## config.mk

```make
export PLATFORM = sky130hd
export DESIGN_NAME = stopwatch_btn_ctrl
export DESIGN_NICKNAME = d
export VERILOG_FILES = /design/src/rtl/stopwatch_pkg.sv /design/src/rtl/stopwatch_btn_ctrl_btn_debounce.sv /design/src/rtl/stopwatch_btn_ctrl.sv
export SDC_FILE = /design/constraint.sdc
export NUM_CORES = 1
export LEC_CHECK = 0
export CORE_ASPECT_RATIO = 0.8
export CORE_UTILIZATION = 50
export CTS_CLUSTER_DIAMETER = 200
export DETAILED_ROUTE_END_ITERATION = 7
export PLACE_DENSITY = 0.64
export SLEW_MARGIN = 20
export SYNTH_ARGS = -nofsm -noshare
export SYNTH_HDL_FRONTEND = slang
export SYNTH_HIERARCHICAL = 1
export SYNTH_SLANG_ARGS = --single-unit
```

## constraint.sdc

```tcl
create_clock -name clk -period 5.2 [get_ports clk]
set_input_delay 1.56 -clock clk [delete_from_list [all_inputs] [get_ports clk]]
set_output_delay 1.56 -clock clk [all_outputs]
set_load 0.03 [all_outputs]
```

## src/rtl/stopwatch_pkg.sv

```systemverilog
// Shared definitions for the stopwatch input front end: FSM state encoding,
// default timing constants and direction levels.
package stopwatch_pkg;

  typedef logic [1:0] state_t;

  localparam state_t ST_IDLE  = 2'd0;
  localparam state_t ST_RUN   = 2'd1;
  localparam state_t ST_PAUSE = 2'd2;

  localparam int unsigned DEBOUNCE_CYCLES_DEF   = 100000;
  localparam int unsigned LONG_PRESS_CYCLES_DEF = 50000000;

  localparam logic DIR_UP   = 1'b1;
  localparam logic DIR_DOWN = 1'b0;

endpackage

```

## src/rtl/stopwatch_btn_ctrl_btn_debounce.sv

```systemverilog
// One raw board input: 2-flop synchroniser, debouncer and rising-edge pulse.
// The level only flips after the synchronised value has disagreed with it for
// DEBOUNCE_CYCLES consecutive cycles; any agreeing cycle restarts the count.
module btn_debounce
  import stopwatch_pkg::*;
#(
  parameter int unsigned DEBOUNCE_CYCLES = DEBOUNCE_CYCLES_DEF
) (
  input  logic clk,
  input  logic rst,
  input  logic raw_i,
  output logic level_o,
  output logic pulse_o
);

  localparam int unsigned CW = $clog2(DEBOUNCE_CYCLES);
  localparam logic [CW-1:0] CNT_LAST = CW'(DEBOUNCE_CYCLES - 1);

  logic          sync1_q, sync2_q;
  logic          level_q, level_d;
  logic          prev_q;
  logic [CW-1:0] cnt_q, cnt_d;

  // Mismatch counter: flip the level on the last consecutive mismatching cycle
  always_comb begin
    level_d = level_q;
    cnt_d   = '0;
    if (sync2_q != level_q) begin
      if (cnt_q == CNT_LAST) begin
        level_d = sync2_q;
      end else begin
        cnt_d = cnt_q + 1'b1;
      end
    end
  end

  // Synchroniser, debounce state and previous level for edge detection
  always_ff @(posedge clk or posedge rst) begin
    if (rst) begin
      sync1_q <= 1'b0;
      sync2_q <= 1'b0;
      level_q <= 1'b0;
      prev_q  <= 1'b0;
      cnt_q   <= '0;
    end else begin
      sync1_q <= raw_i;
      sync2_q <= sync1_q;
      level_q <= level_d;
      prev_q  <= level_q;
      cnt_q   <= cnt_d;
    end
  end

  assign level_o = level_q;
  assign pulse_o = level_q & ~prev_q;

endmodule

```

## src/rtl/stopwatch_btn_ctrl.sv

```systemverilog
// Stopwatch button front end: debounces start/stop/clear buttons and the
// direction switch, arbitrates press events in an IDLE/RUN/PAUSE FSM and
// emits registered one-cycle start/stop/clr pulses plus a held-off dir level.
// Optional feature macro: LONG_PRESS_CLR_EN (holding btn_stop issues a clear).
module stopwatch_btn_ctrl
  import stopwatch_pkg::*;
#(
  parameter int unsigned DEBOUNCE_CYCLES   = DEBOUNCE_CYCLES_DEF,
  parameter int unsigned LONG_PRESS_CYCLES = LONG_PRESS_CYCLES_DEF
) (
  input  logic clk,
  input  logic rst,
  input  logic btn_start,
  input  logic btn_stop,
  input  logic btn_clr,
  input  logic sw_dir,
  output logic start,
  output logic stop,
  output logic clr,
  output logic dir,
  output logic running
);

  logic [3:0] raw, lvl, rise;
  logic       rise_start, rise_stop, rise_clr;
  logic       lvl_stop, lvl_dir;
  logic       clr_evt;
  logic       unused_bits;

  assign raw = {sw_dir, btn_clr, btn_stop, btn_start};

  for (genvar g = 0; g < 4; g++) begin : g_in
    btn_debounce #(
      .DEBOUNCE_CYCLES(DEBOUNCE_CYCLES)
    ) u_db (
      .clk    (clk),
      .rst    (rst),
      .raw_i  (raw[g]),
      .level_o(lvl[g]),
      .pulse_o(rise[g])
    );
  end

  assign rise_start = rise[0];
  assign rise_stop  = rise[1];
  assign rise_clr   = rise[2];
  assign lvl_stop   = lvl[1];
  assign lvl_dir    = lvl[3];

`ifdef LONG_PRESS_CLR_EN
  localparam int unsigned LCW = $clog2(LONG_PRESS_CYCLES + 1);
  localparam logic [LCW-1:0] HOLD_MAX  = LCW'(LONG_PRESS_CYCLES);
  localparam logic [LCW-1:0] HOLD_FIRE = LCW'(LONG_PRESS_CYCLES - 1);

  logic [LCW-1:0] hold_q;
  logic           long_q;

  // Hold counter saturates so a continued hold fires only once per press
  always_ff @(posedge clk or posedge rst) begin
    if (rst) begin
      hold_q <= '0;
      long_q <= 1'b0;
    end else begin
      long_q <= lvl_stop && (hold_q == HOLD_FIRE);
      if (!lvl_stop) begin
        hold_q <= '0;
      end else if (hold_q != HOLD_MAX) begin
        hold_q <= hold_q + 1'b1;
      end
    end
  end

  assign clr_evt     = rise_clr | long_q;
  assign unused_bits = ^{lvl[2], lvl[0], rise[3]};
`else
  assign clr_evt     = rise_clr;
  assign unused_bits = ^{lvl[2:0], rise[3], 32'(LONG_PRESS_CYCLES)};
`endif

  state_t state_q, state_d;
  logic   start_q, start_d;
  logic   stop_q, stop_d;
  logic   clr_q, clr_d;
  logic   dir_q, dir_d;

  // Event arbitration: the highest-priority event present wins even when the
  // current state ignores it, so a lower one in the same cycle is dropped
  always_comb begin
    state_d = state_q;
    start_d = 1'b0;
    stop_d  = 1'b0;
    clr_d   = 1'b0;
    dir_d   = (state_q != ST_RUN) ? lvl_dir : dir_q;
    if (clr_evt) begin
      state_d = ST_IDLE;
      clr_d   = 1'b1;
    end else if (rise_stop) begin
      if (state_q == ST_RUN) begin
        state_d = ST_PAUSE;
        stop_d  = 1'b1;
      end
    end else if (rise_start) begin
      if (state_q != ST_RUN) begin
        state_d = ST_RUN;
        start_d = 1'b1;
      end
    end
  end

  // FSM state, output pulses and direction register
  always_ff @(posedge clk or posedge rst) begin
    if (rst) begin
      state_q <= ST_IDLE;
      start_q <= 1'b0;
      stop_q  <= 1'b0;
      clr_q   <= 1'b0;
      dir_q   <= DIR_UP;
    end else begin
      state_q <= state_d;
      start_q <= start_d;
      stop_q  <= stop_d;
      clr_q   <= clr_d;
      dir_q   <= dir_d;
    end
  end

  assign start   = start_q;
  assign stop    = stop_q;
  assign clr     = clr_q;
  assign dir     = dir_q;
  assign running = (state_q == ST_RUN);

endmodule
```

## Yosys cells after proc, flatten, opt, wreduce, memory -nomap -nowiden

Index checks and enable logic that the tools add are counted.

| word-level totals | value |
|---|---|
| register bits after elaboration | 89 |
| bits of input ports | 6 |
| word-level logic and storage cells | 73 |

| operators by class | value |
|---|---|
| $add $sub $neg | 4 |
| eq/ne operators | 11 |
| mux-type cells | 21 |
| bitwise gates (word level) | 6 |
| reduce and logical (&&, ||, !) cells | 7 |

Operators by type and width:

| cell | number |
|---|---|
| $mux W17 | 8 |
| $add A17 B1 Y17 const B | 4 |
| $eq A17 B17 Y1 const B | 4 |
| $mux W2 | 5 |
| $mux W1 | 8 |
| $reduce_and A2 Y1 | 4 |
| $reduce_bool A3 Y1 | 2 |
| $ne A1 B1 Y1 | 4 |
| $and A1 B1 Y1 | 3 |
| $ne A3 B3 Y1 const B | 1 |
| $not A1 Y1 | 3 |
| $reduce_and A3 Y1 | 1 |
| $eq A2 B1 Y1 const B | 1 |
| $ne A2 B1 Y1 const B | 1 |

## Depth between registers and ports, before layout

Gate-level depths: netlist (run 1).

| logic depth | value |
|---|---|
| word-level depth | 5 |
| depth in mapped cells | 5 |
| depth with buffers taken out | 5 |

## By module

The synthesis (run 1) kept the hierarchy.

By module, submodules not included:

| module | instances | cells each | area each (um^2) | seq. area each (um^2) |
|---|---|---|---|---|
| btn_debounce | 4 | 91 | 969.7 | 525.5 |
| stopwatch_btn_ctrl | 1 | 19 | 247.7 | 151.4 |

## Least setup slack after synthesis (run 1)

OpenSTA, ideal clock, no wires.

| path | value |
|---|---|
| path type | reg-to-output |
| start | register state_q[1] |
| end | output running |
| arrival time | 0.643 ns |
| setup slack | 2.997 ns |
| stages on the path, launching flop included | 2 |
| buffers on the path | 0 |
| path through | dfrtp_1 nor2b_4 |

| on the way | value |
|---|---|
| word-level cells in the longest chain between the ends | 1 |

RTL lines:

| what | line | RTL |
|---|---|---|
| start: declaration | stopwatch_btn_ctrl.sv:80 | `state_t state_q, state_d;` |
| start signal: assignment | stopwatch_btn_ctrl.sv:119 | `state_q <= state_d;` |
| $eq A2 B1 Y1 | stopwatch_btn_ctrl.sv:131 | `assign running = (state_q == ST_RUN);` |
| end: declaration | stopwatch_btn_ctrl.sv:21 | `output logic running` |

Every way passes these cells.

## Worst setup path in the final report (run 1)

Ends and elaborated chain as after synthesis.

==> summary.md, run 1 <==
| Metric | Value |
|---|---|
| WL per Instance | `about 13 um` |
| Vias in the first global route | `2565` |
| Final Hold Viols | `0` |
| H-tree Lvls | `3` |
| First-pass GRT wire length | `between 10 and 15 mm` |
| Post-Synthesis Cells | `between 300 and 400` |
| Core Util, Final | `55.90%` |
| Worst path required time | `between 3 and 4 ns` |
| Placed cell areas | `roughly 4300 sq um` |
| Run status | `finished clean` |
| Max_cap viols | `0` |
| Final Cycle Share | `just over 60%` |
| Critical Path AT | `around 1.6 ns` |
| Clock tree buffer depth | `2` |
| # diodes | `0` |
| Die W | `slightly above 100 um` |
| Synthesis-to-layout area growth | `8.463%` |
| Antenna violations before repair | `0` |
| Share of cells above drive strength 1 | `slightly above 8%` |
| Root Buffer | `clkbuf_8` |
| Via density | `~5.3` |
| Drt drc | `0` |
| Port bufs | `10` |
| Initial DRC count | `slightly below 90` |
| Worst hold path class | `flop to flop` |
| Syn Area/Cell | `~11 sq um` |
| Vias | `2700` |
| Placement Setup Slack | `about 2.4 ns` |
| Peak supply drop | `roughly 200 uV` |
| Post-synthesis net count | `391` |
| Clk_skew | `0.01332 ns` |
| Nets | `between 400 and 500` |
| Final Worst Setup Slack | `2.023 ns` |
| Final setup fails | `0` |
| Ys Warns | `6` |
| Post-DRT Antenna Nets | `0` |
| Final Wtd Congestion | `between 0.7 and 0.8` |
| Hpwl dp | `4.569 mm` |
| Pin count of the biggest net entering global routing | `22` |
| Met3 wire len | `218 um` |
| Cell Area, Synth | `4095 sq um` |
| Pleak | `between 1.5 and 2 nW` |
| Met2 WL | `a little over 3 mm` |
| Die ar. | `between 8000 and 9000 sq um` |
| Startpoint types | `flop` |
| TritonCTS clock tree | `built` |
| Least-Margin Pin Slew | `0.7873 ns` |
| Power per Cell Area | `approximately 260 nW/um^2` |
| CTS Hold Buffers Added | `0` |
| Max_slew headroom | `roughly 47%` |
| Final Max Slew Viols | `0` |
| Hold WS | `0.3517 ns` |
| Clk sinks | `about 90` |
| Min cycle time layout | `3.177 ns` |
| Total CTS buffers | `9` |
| Global route overflow | `0` |
| Initial core utilization | `about 52%` |
| Post-CTS Setup Bufs | `0` |
| Crit path max fanout | `4` |
| Final WL | `approximately 6.7 mm` |
| Skew-Pair Late Insertion Delay | `roughly 0.35 ns` |
| # IOs | `11` |
| Clock slew at reported path FFs | `~0.090 ns` |
| Pre-antenna DRT Iters | `4` |
| Fmax | `0.3147 GHz` |
| Cell area after layout | `~4400 sq um` |
| Crit. End Element | `output pin` |
| Total track usage | `~18%` |
| RSZ-0062 raised after global routing | `false` |
| WS Path Type | `flop to output pin` |
| Die Height | `approximately 83 um` |
| # rows | `29` |
| Core ar. | `~7900 sq um` |
| Post-CTS sizing | `0` |
| Top sig layer | `met4` |
| Metal-1 WL | `3.362 mm` |
| TNS Setup | `0 ns` |
[worst paths after layout]
path	start	end	depth (start not counted)	slack (ns)
setup reg to reg	g_in[3].u_db/cnt_q[6]$_DFF_PP0_	g_in[3].u_db/cnt_q[7]$_DFF_PP0_	4	3.22
setup / recovery	state_q[1]$_DFFE_PP0P_	running	2	2.02
max in group asynchronous	rst	g_in[1].u_db/prev_q$_DFF_PP0_	2	2.91
min in group asynchronous	rst	stop$_DFF_PP0_	2	1.57
hold reg to reg	g_in[1].u_db/sync1_q$_DFF_PP0_	g_in[1].u_db/sync2_q$_DFF_PP0_	0	0.35
hold / removal	g_in[1].u_db/sync1_q$_DFF_PP0_	g_in[1].u_db/sync2_q$_DFF_PP0_	0	0.35
[state kept, by name, summed over array words and instances (netlist names)]
signal and count:
g_in.u_db/level_o 4, g_in.u_db/cnt_q 68, stop 1, start 1
g_in.u_db/sync1_q 4, dir 1, clr 1, g_in.u_db/prev_q 3
state_q 2, g_in.u_db/sync2_q 4
[per-stage QoR]
step	instances	power [mW]
3_5_place_dp	495	0.7676
5_1_grt	511	1.222
2_1_floorplan	381	0.7579
4_1_cts	511	1.195
6_report	511	1.173
3_3_place_gp	495	0.7663
[placed cells by master (no fill, tap or decap), types with 5 or more instances in the layout]
cell,n
dfrtp_1,88
nor2_1,72
nor4_1,20
inv_1,14
xor2_1,20
xnor2_1,44
clkbuf_8,10
nand3_1,16
clkdlybuf4s50_1,10
nand4_1,24
nor3b_1,5
nand2_1,21
nor3_1,12
[area by class of cell]
type | instances | area [sq um]
clock buffer | 13 | 148.9
clock inverter | 3 | 22.52
fill | 691 | 3505
inverter | 14 | 52.55
multi-input combinational | 274 | 1754
sequential | 89 | 2228
tap | 108 | 135.1
timing repair buffer | 10 | 100.1
[metal layers]
metal	track usage [%]	vias to the layer above
li1	-	1351
met1	25.89	1303
met2	26.00	40
met3	4.040	6
met4	6.530	0
met5	0	-
[worst max-delay path, cell delays in order (launching register included)]
cell             delay (ns)
dfrtp_1                0.42
nor2b_4                0.16
clkdlybuf4s50_1        0.69
[power by group]
group | internal, mW | switching, mW | leakage (nW)
sequential | 0.702 | 0.00779 | 1.21
combinational | 0.0131 | 0.0290 | 0.513
clock | 0.190 | 0.231 | 0.0884
total | 0.906 | 0.268 | 1.81
(Power assumes the default switching activity.)
==> run 2: changes to the inputs <==
clock period = 3 ns   (was 5.2 ns; I/O delays follow)
==> summary.md, run 2 (synthesized netlist as in run 1, its figures left out) <==
| Metric | Value |
|---|---|
| Run status | `finished clean` |
| M1 GR Usage | `approximately 27%` |
| Total CTS buffers | `9` |
| Hold Path Cell Cnt | `0` |
| Drt drc | `0` |
| Global route overflow | `0` |
| GR Layer Usage met2 | `between 20% and 30%` |
| Antenna violations before repair | `0` |
| Power per Cell Area | `455.2 nW/um^2` |
| Share of cells above drive strength 1 | `around 8.4%` |
| Final Hold Viols | `0` |
| Pin count of the biggest net entering global routing | `22` |
| # rows | `29` |
| Pleak | `1.815 nW` |
| Skew-Pair Late Insertion Delay | `about 0.36 ns` |
| Total track usage | `18.38%` |
| Nets | `about 400` |
| Initial core utilization | `around half` |
| Die W | `103.2 um` |
| TritonCTS clock tree | `built` |
| H-tree Lvls | `3` |
| Clock slew at reported path FFs | `about 0.090 ns` |
| Final Max Slew Viols | `0` |
| Filler cell count | `698` |
| First-pass GRT wire length | `around 12 mm` |
| Vias | `2693` |
| Final Wtd Congestion | `0.7784` |
| Crit. End Element | `output pin` |
| Root Buffer | `clkbuf_8` |
| Least-Margin Pin Slew | `0.7658 ns` |
| Critical Path AT | `1.62 ns` |
| Via density | `between 5 and 6` |
| Hpwl dp | `between 4 and 5 mm` |
| Core ar. | `7946 sq um` |
| CTS Hold Buffers Added | `0` |
| Min cycle time layout | `2.524 ns` |
| Synthesis-to-layout area growth | `8.769%` |
| # IOs | `11` |
| Cell Count, Final, Fillers Out | `a little over 500` |
| Final setup fails | `0` |
| Initial DRC count | `86` |
| Multi-input gate area | `1754 sq um` |
| Peak supply drop | `between 200 and 300 uV` |
| Placement Setup Slack | `between 0.8 and 0.9 ns` |
| WS Path Type | `flop to output pin` |
| RSZ-0062 raised after global routing | `false` |
| Post-DRT Antenna Nets | `0` |
| Post-CTS sizing | `0` |
| Max_slew headroom | `a little under 50%` |
| TNS Setup | `0 ns` |
| Setup crit start | `state_q[0]$_DFFE_PP0P_` |
| Pre-antenna DRT Iters | `4` |
| GRT met3 Usage | `4.798%` |
| Reg area | `2228 sq um` |
| Most flop-heavy register | `g_in.u_db/cnt_q` |
| Reg2reg end | `g_in[3].u_db/cnt_q[5]$_DFF_PP0_` |
| Worst-case reg-to-reg path depth | `4` |
| R2R setup slack | `1.04 ns` |
| Total power | `roughly 2.0 mW` |
| Crit path max fanout | `4` |
| Die Height | `a little over 80 um` |
| Worst hold path class | `flop to flop` |
| Fmax | `just under 0.4 GHz` |
| Most frequent cells in the layout | `dfrtp_1, nor2_1, xnor2_1, nand4_1, nand2_1` |
| Final Worst Setup Slack | `around 0.48 ns` |
| Inst Count DP | `497` |
| Clock tree buffer depth | `2` |
| Most used routing layer | `met1` |
| # diodes | `0` |
| Most common cell after layout, fill and taps aside | `dfrtp_1` |
| Final Cycle Share | `84.12%` |
| Reg-to-Reg Start | `g_in[3].u_db/cnt_q[6]$_DFF_PP0_` |
| Clk_skew | `0.01402 ns` |
| Startpoint types | `flop` |
| Final WL | `6.787 mm` |
| Post-CTS Setup Bufs | `0` |
| Max reg flops | `68` |
| Port bufs | `10` |
| Max_cap viols | `0` |
| Worst path required time | `about 2.1 ns` |
| Vias in the first global route | `~2600` |
| Die ar. | `roughly 8600 sq um` |
| Crit path capture | `running` |
| Clk sinks | `a little under 90` |
| WL per Instance | `approximately 13 um` |
==> run 2: changes by cell type in the layout (fill, tap and decap cells not counted) <==
| cell | change |
|---|---|
| clkinv_2 | -1 |
| clkinvlp_4 | +1 |
| buf_4 | +2 |
| inv_6 | -1 |
| clkbuf_1 | +1 |
==> run 2: report_power, final <==
part / internal [mW] / total, mW / switching, mW
combinational: 0.0246 / 0.0762 / 0.0517
clock: 0.328 / 0.721 / 0.392
sequential: 1.22 / 1.23 / 0.0135
==> run 2: worst min-delay path by stage <==
stage | startpoint | endpoint | slack (ns)
2_1_floorplan | g_in[0].u_db/sync1_q$_DFF_PP0_ | g_in[0].u_db/sync2_q$_DFF_PP0_ | 0.33
5_1_grt | g_in[3].u_db/sync1_q$_DFF_PP0_ | g_in[3].u_db/sync2_q$_DFF_PP0_ | 0.34
3_5_place_dp | g_in[3].u_db/sync1_q$_DFF_PP0_ | g_in[3].u_db/sync2_q$_DFF_PP0_ | 0.34
4_1_cts | g_in[3].u_db/sync1_q$_DFF_PP0_ | g_in[3].u_db/sync2_q$_DFF_PP0_ | 0.34
3_3_place_gp | g_in[0].u_db/sync1_q$_DFF_PP0_ | g_in[0].u_db/sync2_q$_DFF_PP0_ | 0.33
6_report | g_in[3].u_db/sync1_q$_DFF_PP0_ | g_in[3].u_db/sync2_q$_DFF_PP0_ | 0.34
==> run 2: routing by layer <==
| layer | wire [um] | vias up |
|---|---|---|
| met5 | 0 | - |
| met4 | 123 | 0 |
| met3 | 175 | 11 |
| met2 | 2912 | 30 |
| met1 | 3575 | 1298 |
| li1 | - | 1354 |
==> run 2: through the flow <==
step | util (%) | hold slack (ns) | instance area (sq um)
after CTS | 56.05 | 0.3373 | 4454
final | 56.05 | 0.3394 | 4454
after floorplan | - | 0.3312 | 4095
after detailed placement | 53.93 | 0.3355 | 4285
after global routing | 56.05 | 0.3413 | 4454
after global placement | 53.93 | 0.3325 | 4285
==> run 2: final cells by class <==
class / instances / share of cell area (%)
Sequential cell: 89 / 50.03
Multi-Input combinational cell: 274 / 39.38
Clock buffer: 14 / 3.427
Tap cell: 108 / 3.034
Timing Repair Buffer: 12 / 2.584
Inverter: 14 / 1.180
Clock inverter: 2 / 0.3652
==> run 2: worst max-delay path, cell delays in order (launching register included) <==
cell	delay, ns
dfrtp_1	0.38
nor2b_4	0.19
clkdlybuf4s50_1	0.69
==> variant 1: new RTL, settings of run 2 <==
The output `start` loses its register stage (`start_q` becomes a continuous assignment).
--- a/src/rtl/stopwatch_btn_ctrl.sv
+++ b/src/rtl/stopwatch_btn_ctrl.sv
@@ -112,5 +112,4 @@
     if (rst) begin
       state_q <= ST_IDLE;
-      start_q <= 1'b0;
       stop_q  <= 1'b0;
       clr_q   <= 1'b0;
@@ -118,5 +117,4 @@
     end else begin
       state_q <= state_d;
-      start_q <= start_d;
       stop_q  <= stop_d;
       clr_q   <= clr_d;
@@ -124,4 +122,6 @@
     end
   end
+
+  assign start_q = start_d;
 
   assign start   = start_q;
Check against the original RTL: same outputs for any inputs over 10 cycles, from zero or initial values and one cycle with rst high; that may be too few to reach the edited logic, so the function may still have changed.
==> variant 1 against run 2 <==
- routed wire length is 0.57% higher
- worst hold slack better by 0.019 ns
- setup slack worse by 0.26 ns
- sequential cell count is 1 lower
- final area hardly changed
- power is 2.9% higher
- area after synthesis is 0.67% lower
- global-route usage is 0.055 points lower
==> variant 1: results (changes against run 2) <==
Critical path launch point - g_in[1].u_db/level_o
Share of cells above drive strength 1 - 0.0916 (+0.00763)
Hold slack - 0.359 ns (+0.0192 ns)
CP Max Fanout - 5 (+1)
Average wire per standard cell - 13.3 µm (+0.77%)
Met2 WL post-DR - 3130 µm (+7.4%)
Multi-input logic area - 0.00176 mm² (about the same)
Leakage - 1.82 nW (+0.47%)
Vias in the first global route - 2545 (-1.5%)
Final non-clock buffer share - 0.0273 (+0.00142)
Met2 Usage GRT - 0.284 (+0.0240)
Worst vdd ir - 0.317 mV (+7.0%)
Non-clk bufs - 13 (+1)
Met1 usage - 0.255 (-0.0135)
Hold path start - g_in[0].u_db/sync1_q
Global-route wire length before repair - 12000 µm (-1.4%)
Multi-In Gates - 275 (+0.36%)
Met1 Wirelength - 3510 µm (-1.7%)
Status - finished clean
Longest Clk Path Bufs - 2 (unchanged)
Critical Path AT - 1.88 ns (+0.26 ns)
Clock buffers - 12 (-2)
Post-DP HPWL - 4730 µm (+1.3%)
Syn nets - 390 (-0.26%)
First-pass DRT Iterations - 5 (+1)
Vias/cell - 5.29 (+0.87%)
GRT Overall Usage - 0.183 (-0.000548)
Fraction of area in registers - 0.495 (-0.00534)
Relative slew margins - 0.505 (+0.0161)
Initial DRC count - 77 (-10%)
Sink Count - 88 (-1.1%)
Placer congestion estimate - 0.778 (about the same)
Worst skew pair latency - 0.34 ns (-0.02 ns)
Filler instances - 726 (+4.0%)
Met3 WL - 128 µm (-27%)
## variant 1: worst max-delay path, cell delays in order, from the launching register on
cell and delay [ns]:
dfrtp_1 0.41, nor2b_1 0.19, or3b_1 0.39, nor2_1 0.14, dlygate4sd2_1 0.41
## variant 1: what timing repair did
action	CTS	global route
hold buffers	0	0
setup endpoints to repair	1	0
gates resized for setup	1	0
endpoints found under the hold margin	0	0
## variant 1: stage by stage
step / cell area (µm²) / utilization / setup slack (ns) / cells / total power [mW]
final: 4450 / 0.563 / 0.221 / 512 / 2.09
after global routing: 4450 / 0.563 / 0.103 / 512 / 2.18
after CTS: 4450 / 0.563 / 0.167 / 512 / 2.12
after detailed placement: 4270 / 0.539 / 0.274 / 497 / 1.32
after global placement: 4270 / 0.539 / 0.304 / 497 / 1.32
after floorplan: 4070 / - / 0.750 / 380 / 1.30
## variant 1: power breakdown
group	switching [mW]	leakage, nW	internal [mW]
registers	0.0133	1.20	1.20
logic	0.0512	0.534	0.0254
clock network	0.389	0.0925	0.403
==> variant 2: new RTL, settings of run 2 <==
Made on the original files. `DEBOUNCE_CYCLES_DEF`: 100000 -> 25000.
--- a/src/rtl/stopwatch_pkg.sv
+++ b/src/rtl/stopwatch_pkg.sv
@@ -9,5 +9,5 @@
   localparam state_t ST_PAUSE = 2'd2;
 
-  localparam int unsigned DEBOUNCE_CYCLES_DEF   = 100000;
+  localparam int unsigned DEBOUNCE_CYCLES_DEF   = 25000;
   localparam int unsigned LONG_PRESS_CYCLES_DEF = 50000000;
 
Check against the original RTL: same outputs for any inputs over 10 cycles, from zero or initial values and one cycle with rst high; that may be too few to reach the edited logic, so the function may still have changed.
==> variant 2 against run 2 <==
- the run now ends with DRC left
- power grew 5.2%
- area after synthesis shrank 9.9%
- setup slack better by 0.012 ns
- sequential cell count shrank 8
- synthesized cell count fell by 10%
- first-iteration DRC count fell by 52%
- final area down 8.4%
- combinational power decreased by 12%
- worst hold slack improved by 0.013 ns
- via count shrank 14%
- routed wire length decreased by 12%
==> variant 2: results (changes against run 2) <==
Nets - 364 (-11%)
Share of cells above drive strength 1 - 0.0891 (+0.00519)
Worst min-delay path class - flop to flop
GRT busiest layer - met2
Worst vdd ir - 0.343 mV (+16%)
Initial DRC count - 41 (-52%)
Layout Skew - 0.00771 ns (-0.00631 ns)
GRT Overall Usage - 0.173 (-0.0104)
Post-DP HPWL - 4030 µm (-14%)
Worst slew pin tran - 0.721 ns (-0.0449 ns)
Met2 Usage GRT - 0.251 (-0.00930)
Syn nets - 351 (-10%)
Clock root cell - clkbuf_8
Failing checks - DRC
Vias/cell - 5.18 (-1.3%)
Met1 usage - 0.250 (-0.0182)
Drt drc - 1 (+1)
Filler instances - 600 (-14%)
Placer congestion estimate - 0.822 (+5.7%)
Syn Area/Cell - 10.8 µm² (+0.67%)
Final wirelength - 5990 µm (-12%)
Status - finished, violations left
Largest register FFs - 60 (-12%)
Critical Path AT - 1.61 ns
Worst skew pair latency - 0.34 ns (-0.02 ns)
First-pass DRT Iterations - 6 (+2)
Global-route wire length before repair - 10500 µm (-14%)
Average wire per standard cell - 13.4 µm (+1.5%)
# placed instances - 430 (-13%)
Vias in the first global route - 2210 (-15%)
Largest net degree at the start of global routing - 20 (-9.1%)
[variant 2: changes by cell type in the layout (fill, tap and decap cells not counted), moves of 8 or more]
cell	change
nor2_1	-12
dfrtp_1	-8
and3_1	+12
nand2_1	-16
nand4_1	-8
nor4_1	-12
[variant 2: power by group]
group          switching, mW  internal [mW]
Combinational         0.0453         0.0215
Sequential            0.0178           1.11
Clock                  0.388          0.552
[variant 2: critical path, stage by stage (launching register included)]
cell and delay (ns):
dfrtp_1 0.42, nor2b_4 0.16, clkdlybuf4s50_1 0.69
[variant 2: final timing paths]
path,start,end,slack (ns)
max reg2reg,g_in[1].u_db/cnt_q[3],g_in[1].u_db/cnt_q[5],1.02
max in group asynchronous,rst,g_in[0].u_db/cnt_q[7],1.46
max,state_q[1],running,0.49
min reg2reg,g_in[2].u_db/sync1_q,g_in[2].u_db/sync2_q,0.35
min,g_in[2].u_db/sync1_q,g_in[2].u_db/sync2_q,0.35
min in group asynchronous,rst,clr,0.87
[variant 2: layout make-up]
class | instances | share of cell area
multi-input cells | 238 | 0.380
clock buffers | 9 | 0.0303
flip-flops and latches | 81 | 0.497
repair buffers | 10 | 0.0245
well taps | 87 | 0.0267
clock inverters | 7 | 0.0291
inverters | 14 | 0.0129
[variant 2: metrics by stage]
stage	setup WS [ns]	power (mW)	hold slack, ns	instance area, µm²
global route	0.419	2.23	0.359	4080
global placement	0.862	1.22	0.335	3840
CTS	0.465	2.17	0.354	4080
finish	0.488	2.13	0.352	4080
floorplan	1.14	1.20	0.331	3690
detailed placement	0.856	1.22	0.335	3840
[variant 2: metal layers]
metal  vias to the layer above  part of all wire
met5                         -                 0
met4                         0            0.0085
met3                         5             0.029
met2                        25              0.42
met1                      1105              0.54
li1                       1175                 -
